`src/rtl/inst_encoder.sv`:
```
// Streaming MoonCore instruction encoder: packs opcode/rd/rs/imm fields into 16-bit
// words and hands each one, with its program address, to the instruction-RAM loader.
module inst_encoder #(
  parameter int CPU_WIDTH = 16,
  parameter int ADDR_W    = 8,
  parameter int DEPTH     = 256
) (
  input  logic                 clk,
  input  logic                 rst_n,
  input  logic                 start,
  input  logic                 s_valid,
  output logic                 s_ready,
  input  logic [4:0]           s_op,
  input  logic [2:0]           s_rd,
  input  logic [2:0]           s_rs,
  input  logic [7:0]           s_imm,
  output logic                 m_valid,
  input  logic                 m_ready,
  output logic [CPU_WIDTH-1:0] m_inst,
  output logic [ADDR_W-1:0]    m_addr,
  output logic                 full,
  output logic                 err_illegal,
  output logic                 err_range,
  output logic [7:0]           err_cnt
);

  typedef enum logic [4:0] {
    OP_ADD  = 5'd0,  OP_SUB  = 5'd1,  OP_AND  = 5'd2,  OP_OR   = 5'd3,
    OP_XOR  = 5'd4,  OP_SLL  = 5'd5,  OP_SRL  = 5'd6,  OP_ADDI = 5'd7,
    OP_SUBI = 5'd8,  OP_SLLI = 5'd9,  OP_SRLI = 5'd10, OP_LI   = 5'd11,
    OP_BEQ  = 5'd12, OP_BLE  = 5'd13, OP_SW   = 5'd14, OP_LW   = 5'd15
  } opcode_e;

  typedef enum logic {EMPTY, HOLD} state_e;

  state_e               state, state_next;
  logic [ADDR_W-1:0]    word_cnt;
  logic                 is_r, is_i, is_li;
  logic                 legal_op, range_bad, accept, good;
  logic [CPU_WIDTH-1:0] enc;

  always_comb begin
    is_r  = 1'b0;
    is_i  = 1'b0;
    is_li = 1'b0;
    case (s_op)
      OP_ADD, OP_SUB, OP_AND, OP_OR, OP_XOR, OP_SLL, OP_SRL:       is_r  = 1'b1;
      OP_ADDI, OP_SUBI, OP_SLLI, OP_SRLI, OP_SW, OP_LW,
      OP_BEQ, OP_BLE:                                              is_i  = 1'b1;
      OP_LI:                                                       is_li = 1'b1;
      default: ;
    endcase
  end

  assign legal_op  = is_r | is_i | is_li;
  assign range_bad = is_i & (|s_imm[7:5]);
  assign s_ready   = rst_n & ~start & ~full & (~m_valid | m_ready);
  assign accept    = s_valid & s_ready;
  assign good      = accept & legal_op & ~range_bad;
  assign m_valid   = (state == HOLD);

  always_comb begin
    enc = '0;
    if (is_li)     enc = {s_imm, s_rd, s_op};
    else if (is_i) enc = {s_imm[4:0], s_rs, s_rd, s_op};
    else           enc = {5'b0, s_rs, s_rd, s_op};
  end

  always_comb begin
    state_next = state;
    case (state)
      EMPTY:   if (good) state_next = HOLD;
      HOLD:    if (m_ready && !good) state_next = EMPTY;
      default: state_next = EMPTY;
    endcase
  end

  always_ff @(posedge clk) begin
    if (!rst_n) begin
      state       <= EMPTY;
      word_cnt    <= '0;
      m_inst      <= '0;
      m_addr      <= '0;
      full        <= 1'b0;
      err_illegal <= 1'b0;
      err_range   <= 1'b0;
      err_cnt     <= '0;
    end else if (start) begin
      state       <= EMPTY;
      word_cnt    <= '0;
      m_inst      <= '0;
      m_addr      <= '0;
      full        <= 1'b0;
      err_illegal <= 1'b0;
      err_range   <= 1'b0;
      err_cnt     <= '0;
    end else begin
      state       <= state_next;
      err_illegal <= accept & ~legal_op;
      err_range   <= accept & legal_op & range_bad;
      if (accept && !good && err_cnt != 8'hFF) err_cnt <= err_cnt + 8'd1;
      if (good) begin
        m_inst <= enc;
        m_addr <= word_cnt;
        // Counter parks on the last address; full alone blocks further input.
        if (word_cnt == ADDR_W'(DEPTH - 1)) full <= 1'b1;
        else                                word_cnt <= word_cnt + 1'b1;
      end
    end
  end

endmodule

```
`config.mk`:
```
export PLATFORM = sky130hd
export DESIGN_NAME = inst_encoder
export DESIGN_NICKNAME = d
export VERILOG_FILES = /design/src/rtl/inst_encoder.sv
export SDC_FILE = /design/constraint.sdc
export NUM_CORES = 1
export LEC_CHECK = 0
export ABC_CLOCK_PERIOD_IN_PS = 1950
export CAP_MARGIN = 20
export CORE_MARGIN = 3
export CORE_UTILIZATION = 40
export DETAILED_ROUTE_END_ITERATION = 8
export PLACE_DENSITY = 0.74
export SLEW_MARGIN = 20
export SYNTH_ARGS = -nofsm -noshare
export SYNTH_HDL_FRONTEND = slang
export SYNTH_SLANG_ARGS = --single-unit
```
`constraint.sdc`:
```
create_clock -name clk -period 1.95 [get_ports clk]
set_input_delay 0.39 -clock clk [delete_from_list [all_inputs] [get_ports clk]]
set_output_delay 0.39 -clock clk [all_outputs]
set_load 0.01 [all_outputs]
```
==> out/qor.csv <==
metric,value,unit
pwr dens,609,nW/µm²
root buffer cell,clkbuf_8,
placed wire-length estimate,3410,µm
proportion of layout cells with a drive suffix above 1,0.166,
type of origin of the critical path,input port,
all-layer global routing usage,0.182,
Setup Total Neg Slack,0,ns
ant diodes,0,
die area,5500,µm²
library cell occupying the most area in the post-synthesis netlist,dfxtp_1,
number of antenna violations at the first check in global routing,0,
outcome,completed,
Critical Path AT,2.14,ns
wire length of the first global-routing pass,7790,µm
Post-Synthesis Net Count,237,
worst max-slew margin expressed relative to the limit,0.673,
post-route clock skew,0.00544,ns
clock tree from TritonCTS,yes,
ordered cell list for the critical path,clkdlybuf4s50_1 -> nor3b_4 -> buf_6 -> nand4_4 -> or2_4 -> or4_1 -> a21oi_1,
clock slew at reported path FFs,0.08,ns
transition time of the tightest slew-check pin,0.486,ns
drt total wl,4830,µm
Final Critical Period,1.91,ns
final weighted congestion in routability-driven placement,0.773,
Setup Viol. Count Final,0,
Critical Path Slowest Stage Cell,clkdlybuf4s50_1,
final global-route overflow total,0,
Mapped Avg Cell Area,8.81,µm²
Crit path largest cell delay,0.48,ns
cell count after synthesis,211,
maximum number of pins on one net before global-route repair,38,
DR iter-0 viols,93,
cell family with the largest share of critical-path delay,simple AND/OR/NAND/NOR gates,
worst-case clock buffer depth,2,
number of hold-slack violations in the final timing report,0,
Port Buffers,60,
"Buf+Inv Stages, Crit Path",2,
number of cell rows,24,
total clock sinks,44,
cts hold-fix bufs,0,
I/O pins,61,
setup repair after global routing missed its margin,yes,
Mapped Area,1860,µm²
number of iterations in the first detailed-routing pass,4,
synthesis warning total,0,
sequential-to-total area share from yosys stat,0.474,
Chip Width,74.2,µm
die height,74.2,µm
largest cells by area after synthesis,"dfxtp_1 (47%), nand2_1 (7.1%), a21oi_1 (5.4%), nor2_1 (4.4%), xnor2_1 (4.2%)",
count of nets left with antenna violations after detail routing,0,
vias in the first global route,1747,
Seq cells post-synth,44,
post-synth top area share,0.474,
post-route cell area,2890,µm²
CORE AREA,4410,µm²
wire length per cell after detailed routing,13.9,µm
insertion delay of the later-clocked pin in the worst-skew pair,0.29,ns
total vias in the final route,1800,
leakage,0.000998,µW
classification of the worst setup path,in -> reg,
Starting Density,0.421,
Worst Hold Class,reg -> reg,
total power after layout,1760,µW
max-slew violations,0,
maximum fanout encountered on the critical timing path,4,
maximum clock rate,524,MHz
TritonCTS buffer count,5,
Area growth syn-to-layout,55.3,%
type of destination of the critical path,flip-flop,
post-synth cell types,34,
layout net count,320,
H-tree levels,2,
VDD IR max,287,µV
critical path data required time,2.18,ns
"Period Utilization, post-route",0.979,
Post-Place Cell Area,2680,µm²
number of max-cap violations,0,
number of DRC violations after detailed routing,0,
number of vias per cell,5.19,
tightest hold or removal path: stages, from the launching register on:
cell and delay, ns:
dfxtp_1 0.31, nand2_1 0.05, a21oi_1 0.05
metrics by stage:
stage                     setup WS, ns   util  cells  hold slack, ns
after global routing          -0.00125  0.654    347           0.459
after global placement          -0.297  0.607    337           0.442
after detailed placement        -0.346  0.607    337           0.447
after CTS                       0.0260  0.639    347           0.458
final                           0.0401  0.654    347           0.453
after floorplan                  0.125      -    211           0.453
synth_stat cells, drive strengths merged:
library cell	instances
and2	3
nand2b	2
a21oi	20
dfxtp	44
or4	2
nand4	5
mux2i	7
nor3b	1
buf	3
a21bo	2
and3	4
o41ai	1
nand2	35
nor4	8
a211oi	8
a22oi	5
clkbuf	6
nand3b	1
o21ai	2
or2	1
nor2	22
nor2b	1
inv	2
o211a	1
nand3	7
nor4b	1
xnor2	9
ha	2
and4	2
nor3	4
registers in the layout (all words and copies together), names as in the netlist:
register / cells
m_addr: 8
err_illegal: 1
full: 1
err_cnt: 8
m_inst: 16
word_cnt: 8
err_range: 1
m_valid: 1
final cells by class:
cell class	count	area, µm²
clock inverter	2	35.0
multi-input combinational	156	1000
fill	380	1530
timing repair buffer	85	825
sequential	44	881
inverter	2	7.51
clock buffer	6	72.6
tap	52	65.1
cells in the final DEF (no fill, tap or decap), drive strengths merged:
cell type      Yosys  final
ha                 2      2
bufinv             0      1
and3               4      4
and2               3      3
dfxtp             44     44
nand4              5      5
nor2              22     22
nand3              7      7
and4               2      2
o21ai              2      2
clkinv             0      1
xnor2              9      9
dlygate4sd2        0      2
inv                2      2
dlymetal6s2s       0      1
nor3b              1      1
nor3               4      4
clkbuf             6      6
nor2b              1      1
or2                1      1
mux2i              7      7
a211oi             8      8
buf                3     25
a21oi             20     20
a21bo              2      2
nor4b              1      1
a22oi              5      5
nand2b             2      2
o211a              1      1
o41ai              1      1
clkdlybuf4s50      0     57
nor4               8      8
nand2             35     35
or4                2      2
nand3b             1      1
worst paths after layout:
path	from	to	slack [ns]	cells after the start
worst max-delay path	rst_n	word_cnt[7]	0.04	7
worst min-delay path	m_inst[6]	m_inst[6]	0.45	2
worst max register to register	word_cnt[0]	word_cnt[5]	0.20	7
worst min register to register	m_inst[6]	m_inst[6]	0.45	2
timing repair:
action	in CTS	in global routing
buffers inserted	2	0
gates resized for setup	7	12
endpoints found under the hold margin	0	0
pin swaps	4	1
setup endpoints to repair	3	13
logic make-up (layout without fill, tap and decap cells):
group / Yosys count / after routing / synth area share
fa+ha+maj: 2 / 2 / 0.0135
mux: 7 / 7 / 0.0377
simple gates: 99 / 99 / 0.270
xor+xnor: 9 / 9 / 0.0424
buf+inv: 11 / 95 / 0.0269
flops: 44 / 44 / 0.474
compound gates: 39 / 39 / 0.135
metal layers:
metal  routed length (µm)  vias up  GRT usage
met5                    0        -          0
met4                   63        0     0.0563
met2                 2210       55      0.281
li1                     -      912          -
met1                 2180      826      0.244
met3                  377        7     0.0554
power by group:
group | switching, µW | internal (µW)
Sequential | 2.43 | 902
Combinational | 81.7 | 98.1
Clock | 294 | 380
Total | 378 | 1380
Power figures use the tool's default switching activity.
